File: src/rtl/mem_port_arbiter.sv
// Two-master (IFU/LSU), one-slave arbiter for the shared memory port.
// One outstanding transaction, round-robin on contention, watchdog -> error response.
module mem_port_arbiter #(
  parameter int ADDR_W  = 32,
  parameter int DATA_W  = 32,
  parameter int TIMEOUT = 255
) (
  input  logic                clk,
  input  logic                rst,

  input  logic                ifu_req_valid,
  output logic                ifu_req_ready,
  input  logic [ADDR_W-1:0]   ifu_addr,
  output logic                ifu_resp_valid,
  input  logic                ifu_resp_ready,
  output logic [DATA_W-1:0]   ifu_rdata,
  output logic                ifu_resp_err,

  input  logic                lsu_req_valid,
  output logic                lsu_req_ready,
  input  logic [ADDR_W-1:0]   lsu_addr,
  input  logic                lsu_wen,
  input  logic [DATA_W-1:0]   lsu_wdata,
  input  logic [DATA_W/8-1:0] lsu_wmask,
  output logic                lsu_resp_valid,
  input  logic                lsu_resp_ready,
  output logic [DATA_W-1:0]   lsu_rdata,
  output logic                lsu_resp_err,

  output logic                mem_req_valid,
  input  logic                mem_req_ready,
  output logic [ADDR_W-1:0]   mem_addr,
  output logic                mem_wen,
  output logic [DATA_W-1:0]   mem_wdata,
  output logic [DATA_W/8-1:0] mem_wmask,
  input  logic                mem_resp_valid,
  output logic                mem_resp_ready,
  input  logic [DATA_W-1:0]   mem_rdata,
  input  logic                mem_resp_err,

  output logic                busy,
  output logic                grant_lsu
);

  localparam int CNT_W = (TIMEOUT > 1) ? $clog2(TIMEOUT) + 1 : 1;
  localparam logic [CNT_W-1:0] CNT_LAST = CNT_W'((TIMEOUT > 0) ? TIMEOUT - 1 : 0);

  typedef enum logic [1:0] {IDLE, REQ, RESP, ERR} state_t;

  state_t              state, state_nxt;
  logic                owner;       // 1 = LSU
  logic                last_grant;  // 1 = LSU
  logic [CNT_W-1:0]    cnt;
  logic [ADDR_W-1:0]   addr_q;
  logic                wen_q;
  logic [DATA_W-1:0]   wdata_q;
  logic [DATA_W/8-1:0] wmask_q;

  logic lsu_win, ifu_win, grant_fire;
  logic owner_resp_ready, resp_fire, expired;

  // Arbitration and handshake qualifiers
  always_comb begin
    lsu_win          = lsu_req_valid & (~ifu_req_valid | ~last_grant);
    ifu_win          = ifu_req_valid & ~lsu_win;
    grant_fire       = (state == IDLE) & (ifu_win | lsu_win);
    owner_resp_ready = owner ? lsu_resp_ready : ifu_resp_ready;
    resp_fire        = (state == RESP) & mem_resp_valid & owner_resp_ready;
    expired          = (TIMEOUT != 0) && (cnt == CNT_LAST);
  end

  // State register
  always_ff @(posedge clk or posedge rst) begin
    if (rst) state <= IDLE;
    else     state <= state_nxt;
  end

  // Next-state logic; expiry in REQ goes to ERR even if the slave accepts
  // that same cycle, since only a response handshake completes a transaction.
  always_comb begin
    state_nxt = state;
    unique case (state)
      IDLE: if (grant_fire) state_nxt = REQ;
      REQ: begin
        if (expired)            state_nxt = ERR;
        else if (mem_req_ready) state_nxt = RESP;
      end
      RESP: begin
        if (resp_fire)    state_nxt = IDLE;
        else if (expired) state_nxt = ERR;
      end
      ERR: if (owner_resp_ready) state_nxt = IDLE;
      default: state_nxt = IDLE;
    endcase
  end

  // Request latch, ownership and watchdog counter
  always_ff @(posedge clk or posedge rst) begin
    if (rst) begin
      owner      <= 1'b0;
      last_grant <= 1'b0;
      cnt        <= '0;
      addr_q     <= '0;
      wen_q      <= 1'b0;
      wdata_q    <= '0;
      wmask_q    <= '0;
    end else if (grant_fire) begin
      owner      <= lsu_win;
      last_grant <= lsu_win;
      cnt        <= '0;
      addr_q     <= lsu_win ? lsu_addr  : ifu_addr;
      wen_q      <= lsu_win ? lsu_wen   : 1'b0;
      wdata_q    <= lsu_win ? lsu_wdata : '0;
      wmask_q    <= lsu_win ? lsu_wmask : '0;
    end else if ((state == REQ || state == RESP) && cnt != '1) begin
      cnt <= cnt + 1'b1;
    end
  end

  // Output decode; handshake outputs are forced low while reset is asserted
  always_comb begin
    ifu_req_ready  = 1'b0;
    lsu_req_ready  = 1'b0;
    mem_req_valid  = 1'b0;
    mem_resp_ready = 1'b0;
    ifu_resp_valid = 1'b0;
    lsu_resp_valid = 1'b0;
    ifu_rdata      = '0;
    lsu_rdata      = '0;
    ifu_resp_err   = 1'b0;
    lsu_resp_err   = 1'b0;
    mem_addr       = addr_q;
    mem_wen        = wen_q;
    mem_wdata      = wdata_q;
    mem_wmask      = wmask_q;
    busy           = (state != IDLE);
    grant_lsu      = (state != IDLE) & owner;
    if (!rst) begin
      unique case (state)
        IDLE: begin
          ifu_req_ready = ifu_win;
          lsu_req_ready = lsu_win;
        end
        REQ: mem_req_valid = 1'b1;
        RESP: begin
          mem_resp_ready = owner_resp_ready;
          if (owner) begin
            lsu_resp_valid = mem_resp_valid;
            lsu_rdata      = mem_rdata;
            lsu_resp_err   = mem_resp_err;
          end else begin
            ifu_resp_valid = mem_resp_valid;
            ifu_rdata      = mem_rdata;
            ifu_resp_err   = mem_resp_err;
          end
        end
        ERR: begin
          if (owner) begin
            lsu_resp_valid = 1'b1;
            lsu_resp_err   = 1'b1;
          end else begin
            ifu_resp_valid = 1'b1;
            ifu_resp_err   = 1'b1;
          end
        end
        default: ;
      endcase
    end
  end

endmodule

File: config.mk
export PLATFORM = sky130hd
export DESIGN_NAME = mem_port_arbiter
export DESIGN_NICKNAME = d
export VERILOG_FILES = /design/src/rtl/mem_port_arbiter.sv
export SDC_FILE = /design/constraint.sdc
export NUM_CORES = 1
export LEC_CHECK = 0
export BUFFER_PORTS_ARGS = -buffer_cell sky130_fd_sc_hd__buf_2
export CORE_AREA = 2 2 112 114
export DETAILED_ROUTE_END_ITERATION = 10
export DIE_AREA = 0 0 114 116
export GPL_ROUTABILITY_DRIVEN = 0
export GPL_TIMING_DRIVEN = 0
export HOLD_SLACK_MARGIN = 0.05
export PLACE_DENSITY = 0.71
export SYNTH_ARGS = -nofsm -noshare
export SYNTH_HDL_FRONTEND = slang
export SYNTH_SLANG_ARGS = --single-unit
File: constraint.sdc
create_clock -name clk -period 3.9 [get_ports clk]
set_clock_uncertainty 0.1 [all_clocks]
set_input_delay 0.195 -clock clk [delete_from_list [all_inputs] [get_ports clk]]
set_output_delay 0.195 -clock clk [all_outputs]
set_load 0.005 [all_outputs]
[After elaboration in Yosys (flattened, before gate mapping)]
Index checks and enable logic that the tools add are counted.
Word-level totals
  flip-flop bits (word level): 81
  input port bits: 142
  output and inout port bits: 143
  word-level logic and storage cells: 76
Cells by class
  $add $sub $neg: 1
  equal/unequal tests: 9
  multiplexer cells: 42
  bitwise logic cells: 11
  reduce and logical (&&, ||, !) cells: 6
Operator list (number)
  $mux 32: 8
  $mux 1: 20
  $mux 9: 2
  $mux 2: 6
  $add 9x1->9 const B: 1
  $eq 9x8->1 const B: 1
  $ne 9x9->1 const B: 1
  $pmux 1 s2: 4
  $pmux 2 s4: 1
  $and 1x1->1: 6
  $ne 3x3->1 const B: 2
  $eq 2x2->1 const B: 2
  $mux 4: 1
  $ne 2x2->1 const B: 2
  $reduce_and 4->1: 1
  $reduce_bool 2->1: 2
  $not 1->1: 3
  $eq 2x1->1 const B: 1
  $logic_not 2->1: 1
  $or 1x1->1: 2
  $logic_and 1x1->1: 1
  $logic_or 1x1->1: 1

[Logic depth before layout (Yosys ltp)]
Gate-level depths: netlist of the first run.
  depth after elaboration: 9
  gate-level depth with buffers: 8
  depth with buffers taken out: 7

[Least setup slack after synthesis of the first run]
Ideal clock, no wire load.
  path kind: input -> output
  start: in rst
  end: out lsu_rdata[25]
  data arrival time: 2758 ps
  data required time: 3605 ps
  slack: 847 ps
  stages on the path: 4
  cells stage by stage: inv_1 -> nand2_1 -> clkbuf_1 -> nor2_1
On the way
  cells in the longest elaborated chain, start to end: 1
Ends and longest elaborated chain
  start, declared: RTL line 9  | input logic rst,
  $mux 32: RTL line 138  | if (!rst) begin
  end, declared: RTL line 27  | output logic [DATA_W-1:0] lsu_rdata,
No other way between the ends.

[Worst setup path in the final report of the first run]
  start: in rst
  end: out lsu_rdata[28]
Same word-level chain as after synthesis.

==> results by group, run 1 <==
Worst hold path
  – HP Class: in2reg

Setup path
  – Worst Path Required: 3.61 ns
  – Crit. End Element: output port
  – Reg2Reg Depth: 7
  – Reg-to-Reg End: mem_addr[12]
  – Critical path origin: rst
  – Worst r2r src: state[0]
  – Crit path DAT: approximately 2.4 ns
  – Crit Path Category: in2out
  – R2r setup slk: 1.61 ns
  – Setup crit end: lsu_rdata[28]
  – CP max FO: between 50 and 60
  – Critical path launch point type: input port

STA
  – Max-slew violations: 0
  – Setup TNS: 0 ns
  – # setup viols final: 0
  – Final Cycle Share: 0.681
  – Final worst path period need: 2.66 ns
  – Worst-Margin Slew: 0.605 ns
  – Max Freq: 376 MHz
  – Relative slew slack: 0.595
  – Fin. Hold Viols: 0
  – RSZ-0062 raised after global routing: false

Yosys
  – Main combinational cell family by area after synthesis: simple AND/OR/NAND/NOR gates
  – Mapped Nets: 573
  – Seq/Total Area, Yosys: 0.504
  – Post-Syn Area: 0.00402 sq mm
  – Synth Area in XOR/XNOR: 0.0153
  – Top cell type's share of synthesized area: 0.504
  – Synth Area in Adders: 0.0249
  – Post-synth EDFFs: 0
  – Async SR Flop Fraction: 1.00
  – Compound-Gate Fraction of Synth Area: 0.146
  – Post-Synth Simple-Gate Area: 0.169
  – Area leader, netlist: dfrtp_1
  – Most frequent cells after synthesis: 81 x dfrtp_1, 81 x nor2_1, 69 x nand2_1, 37 x a22o_1
  – Post-synthesis register bit count: 81
  – Post-synthesis mux area share: 0.0884
  – Post-Synthesis Cells: about 420
  – Largest cells by area after synthesis: dfrtp_1 50%, mux2i_1 8.5%, a22o_1 8.1%, nor2_1 7.6%, nand2_1 6.4%
  – Synth Area per Inst: 9.50 sq um
  – Synth unique cells: 38
  – Synth warn: 0
  – Post-synth top flop: dfrtp_1

Finish
  – Area Growth Syn to Fin: 58.6%
  – Core Util, Final: 0.535
  – Post-layout nets: 909
  – Layout cells sized above 1: 0.416
  – Antenna cells: 0
  – Fin cells: 911

Pwr
  – Internal cell power: 2.59 mW
  – Max VDD drop: approximately 0.28 mV
  – Sequential share of power: 0.340
  – Power Total: 4.17 mW
  – Power Dens Cells: 654 mW/mm^2
  – LEAKAGE: 3.52 nW
  – Combinational share of power: 0.446
  – Psw: 1.58 mW
  – Net Sw Frac: 0.380
  – Clock Power Share: 0.214

CTS
  – CTS tree: built
  – CTS Buf Count: 9
  – CTS HTree Levels: 3
  – Post-CTS resize count: 0
  – # clock sinks: 81
  – CTS Buffer Depth: 2
  – Root buf cell: clkbuf_16
  – Worst-path clk slew: approximately 0.07 ns
  – Worst-Skew Late Latency: ~0.33 ns

GRT
  – Pin count of the biggest net entering global routing: 52
  – Initial antenna violation count: 0
  – Vias in the first global route: 4017
  – Gr usage total: 0.190
  – Gr ovfl total: 0
  – First-pass GRT wire length: 20000 microns

Die
  – DIE AREA: 0.0132 sq mm
  – Die height: 116 microns
  – Site Rows: 40
  – Initial Utilization: 0.337
  – Die Width: 114 microns
  – Num ports: 285
  – Core Footprint: 0.0119 sq mm

Drt
  – Final wirelength: 13200 microns
  – DRT Pass-1 Iters: 4
  – Detail Route Antenna Nets: 0
  – Drt wl/cell: 14.5 microns
  – # DRC: 0
  – Via count: 4246
  – Avg Vias per Cell: 4.66
  – Initial DRC count: 163

Run
  – Max Cap Viol: 0

Placed design
  – # placed instances: 855
  – PortBufs: 284
  – Detail Placement HPWL: slightly below 10000 microns

Status
  – Status: finished clean
==> metal layers <==
layer	up-vias	share of wire	GRT usage
met2	166	0.51	0.335
li1	2109	-	-
met3	18	0.065	0.0481
met4	0	0.017	0.0488
met5	-	0	0
met1	1953	0.41	0.235
==> flip-flops by register name, summed over array words and instances (netlist names) <==
| name | cells |
|---|---|
| cnt | 9 |
| mem_wmask | 4 |
| state | 2 |
| mem_addr | 32 |
| mem_wen | 1 |
| mem_wdata | 32 |
| last_grant | 1 |
==> worst max-delay path, stage by stage <==
cell	delay [ns]
dlygate4sd3_1	0.54
buf_2	0.17
inv_4	0.35
buf_16	0.30
nand2_1	0.21
clkbuf_1	0.28
nor2_1	0.18
buf_2	0.13
==> power groups by stage <==
stage	Sequential (mW)	Combinational (mW)	Clock, mW
5_1_grt	1.47	2.07	0.957
6_report	1.42	1.86	0.891
2_1_floorplan	1.45	1.02	0
3_5_place_dp	1.41	1.85	0
4_1_cts	1.41	1.88	0.912
3_3_place_gp	1.42	1.81	0
==> worst min-delay path by stage <==
stage,from,endpoint,slack (ns),cells after the start
6_report,ifu_addr[0],mem_addr[0],0.06,3
5_1_grt,ifu_addr[12],mem_addr[12],0.06,3
4_1_cts,lsu_addr[6],mem_addr[6],0.05,3
3_5_place_dp,rst,mem_addr[20],0.19,2
3_3_place_gp,lsu_wdata[15],mem_wdata[15],0.31,2
2_1_floorplan,ifu_req_valid,last_grant,0.20,1
==> placed cells by master (no fill, tap or decap), drive strengths merged, types with 2 or more instances in the layout <==
cell type and instances:
a21oi 3, a22o 37, and4 2, buf 299, clkbuf 28, clkinv 2, dfrtp 81, dlygate4sd3 40
ha 8, inv 13, mux2i 34, nand2 69, nand3 2, nand4 3, nor2 81, nor2b 3
o21ai 35, xor2 6
==> repair_timing <==
action,4_1_cts,5_1_grt
setup buffers,0,0
hold endpoints to repair,70,0
hold buffers,40,0
==> cells by family (layout without fill, tap and decap cells) <==
logic type               after synthesis  count (layout)
XOR/XNOR                               7               7
buffers and inverters                 42             383
flip-flops                            81              81
multiplexers                          35              35
AO/OA/AOI/OAI                         83              83
AND/OR/NAND/NOR                      167             167
adder cells (fa/ha/maj)                8               8
==> per-stage QoR <==
| step | area, sq um | hold slack (ns) | worst slack (ns) |
|---|---|---|---|
| global route | 6370 | 0.0605 | 1.05 |
| CTS | 6370 | 0.0510 | 1.22 |
| detailed placement | 5650 | 0.195 | 1.54 |
| floorplan | 4020 | 0.202 | 0.847 |
| global placement | 5620 | 0.312 | -0.479 |
| finish | 6370 | 0.0571 | 1.24 |
==> cell type report <==
type                            instances  area (sq um)
Buffer                                 33           176
Clock inverter                          7          95.1
Tap cell                              147           184
Fill cell                            1107          5540
Sequential cell                        81          2030
Timing Repair Buffer                  325          1850
Clock buffer                            9           225
Inverter                                9          36.3
Multi-Input combinational cell        300          1780
(Power assumes the default switching activity.)
==> inputs of run 2 (changes only) <==
Settings changed: ABC_AREA set to 1, CORE_AREA 2 2 112 114 to 2 2 109 111, DIE_AREA 0 0 114 116 to 0 0 111 113, PLACE_DENSITY 0.71 to 0.79.
Clock period 3.9 ns to 2.4 ns, I/O delays scaled along.
==> run 2 against run 1 <==
Count of clock-buffer cells in the layout up 1; register-to-register slack worse by 1.5 ns; clock power up 55%; sequential cell count unchanged; sequential power up 59%; largest cell class is now non-clock buffers.
==> results by group, run 2 <==
Drt
  – Initial DRC count: 377
  – # DRC: 0
  – Final wirelength: 18900 microns
  – DRT Pass-1 Iters: 5
  – Drt wl/cell: 16.9 microns
  – Detail Route Antenna Nets: 0
  – Via count: around 5700
  – Avg Vias per Cell: 5.11

Finish
  – Fin cells: 1121
  – Post-layout nets: around 1100
  – Antenna cells: 0
  – Most common cell after layout, fill and taps aside: buf_2
  – Area Growth Syn to Fin: 71.6%
  – Commonest non-fill, non-tap cells in the layout: 296 x buf_2, 167 x nand2_1, 103 x dlygate4sd3_1
  – Layout cells sized above 1: 0.339
  – Finished Cell Area: 0.00727 sq mm

GRT
  – Pin count of the biggest net entering global routing: 43
  – Vias in the first global route: 5872
  – GR Layer Usage met2: 0.538
  – Met3 Use GR: 0.0707
  – Met1 Use GR: 0.325
  – Gr ovfl total: 0
  – First-pass GRT wire length: 29500 microns
  – Initial antenna violation count: 0
  – Gr usage total: 0.296
  – Most used routing layer: met2

Setup path
  – Crit. End Element: output port
  – Critical path launch point type: register
  – Worst Path Required: 2.18 ns
  – CP max FO: 10
  – Crit path DAT: 2.05 ns
  – Crit Path Category: reg2out

Placed design
  – Placed cell area: 0.00588 sq mm
  – # placed instances: 999
  – Detail Placement HPWL: 12300 microns
  – PortBufs: 284

Yosys
  – Post-Synthesis Cells: 570
  – Synth Area per Inst: around 7.4 sq um
  – Largest cells by area after synthesis: dfrtp_1 48%, nand2_1 15%, nor3_1 8.0%, nand3_1 5.8%, inv_1 5.3%
  – Post-synth top flop: dfrtp_1
  – Post-synth EDFFs: 0
  – Most frequent cells after synthesis: 167 x nand2_1, 81 x dfrtp_1, 68 x nor3_1, 60 x inv_1, 49 x nand3_1
  – Post-Syn Area: approximately 0.0042 sq mm
  – Seq/Total Area, Yosys: 0.478
  – Area leader, netlist: dfrtp_1
  – Mapped Nets: a little over 700
  – Most common cell in the synthesized netlist: nand2_1
  – Synth unique cells: 22
  – Async SR Flop Fraction: 1.00
  – Post-synthesis register bit count: 81
  – Top cell type's share of synthesized area: 0.478
  – Synth warn: 0

Die
  – DIE AREA: roughly 0.013 sq mm
  – Core Footprint: roughly 0.011 sq mm
  – Die Width: 111 microns
  – Die height: 113 microns
  – Initial Utilization: 0.376
  – Num ports: 285
  – Site Rows: 39

STA
  – RSZ-0062 raised after global routing: false
  – Final Cycle Share: 0.944
  – Max Freq: 441 MHz
  – Relative slew slack: 0.659
  – Max-slew violations: 0
  – Fin. Hold Viols: 0
  – # setup viols final: 0
  – Worst hold slack: 0.143 ns
  – Worst-Margin Slew: 0.511 ns
  – Final worst path period need: 2.27 ns

CTS
  – CTS Buf Count: 9
  – Worst-Skew Late Latency: ~0.33 ns
  – Worst-path clk slew: roughly 0.06 ns
  – CTS tree: built
  – # clock sinks: 81
  – Root buf cell: clkbuf_16
  – CTS HTree Levels: 3
  – CTS Buffer Depth: 2

Pwr
  – Power Total: 6.97 mW
  – LEAKAGE: 4.03 nW
  – Max VDD drop: 0.616 mV
  – Power Dens Cells: 959 mW/mm^2

Run
  – Max Cap Viol: 0

Worst hold path
  – HP Class: in2reg

Status
  – Status: finished clean
[run 2: stage by stage]
step	utilization	TNS (ns)	worst slack, ns
3_5_place_dp	0.522	0	0.230
6_report	0.645	0	0.134
2_1_floorplan	-	0	0.0846
5_1_grt	0.645	0	0.00778
4_1_cts	0.642	0	0.0351
3_3_place_gp	0.518	-35.85	-1.17
[run 2: timing repair]
action,in CTS,in global routing
gates resized for setup,6,8
endpoints found under the hold margin,150,0
setup buffers,0,3
pin swaps,0,1
setup endpoints to repair,43,53
hold buffers,104,0
[run 2: per-layer routing]
layer	share of wire	routed length [microns]
met3	0.087	1650
met4	0.047	889
met2	0.51	9650
met5	0	0
met1	0.36	6760
[run 2: cell families after synthesis]
logic type               synth area share
adder cells (fa/ha/maj)            0.0236
buffers and inverters              0.0936
flip-flops                          0.478
AND/OR/NAND/NOR                     0.331
AO/OA/AOI/OAI                      0.0735
[run 2: final timing paths]
check	cells past startpoint	slack, ns	endpoint	from
max in group asynchronous	4	1.25	mem_addr[13]	rst
setup reg to reg	8	0.14	mem_addr[12]	state[1]
setup / recovery	7	0.13	ifu_rdata[17]	state[0]
hold reg to reg	2	0.37	mem_wdata[31]	mem_wdata[31]
hold / removal	6	0.14	state[0]	mem_req_ready
min in group asynchronous	3	0.36	mem_wdata[15]	rst
[run 2: final cells by class]
type                    instances  area (sq um)
flip-flops and latches         81          2030
plain buffers                  37           174
repair buffers                393          2530
multi-input cells             390          1830
well taps                     143           179
clock buffers                  10           229
clock inverters                 6          67.6
inverters                      61           233
fillers                       887          4000
[run 2: worst max-delay path, cell delays in order, from the launching register on]
cell and delay (ns):
dfrtp_1 0.43, inv_1 0.13, ha_1 0.25, inv_1 0.08, clkbuf_2 0.18, buf_2 0.22
nor3_2 0.27, buf_2 0.16
[run 2: power breakdown]
group	internal (mW)	total, mW	switching [mW]
Combinational	1.31	3.33	2.01
Sequential	1.92	2.26	0.344
Clock	0.812	1.38	0.571
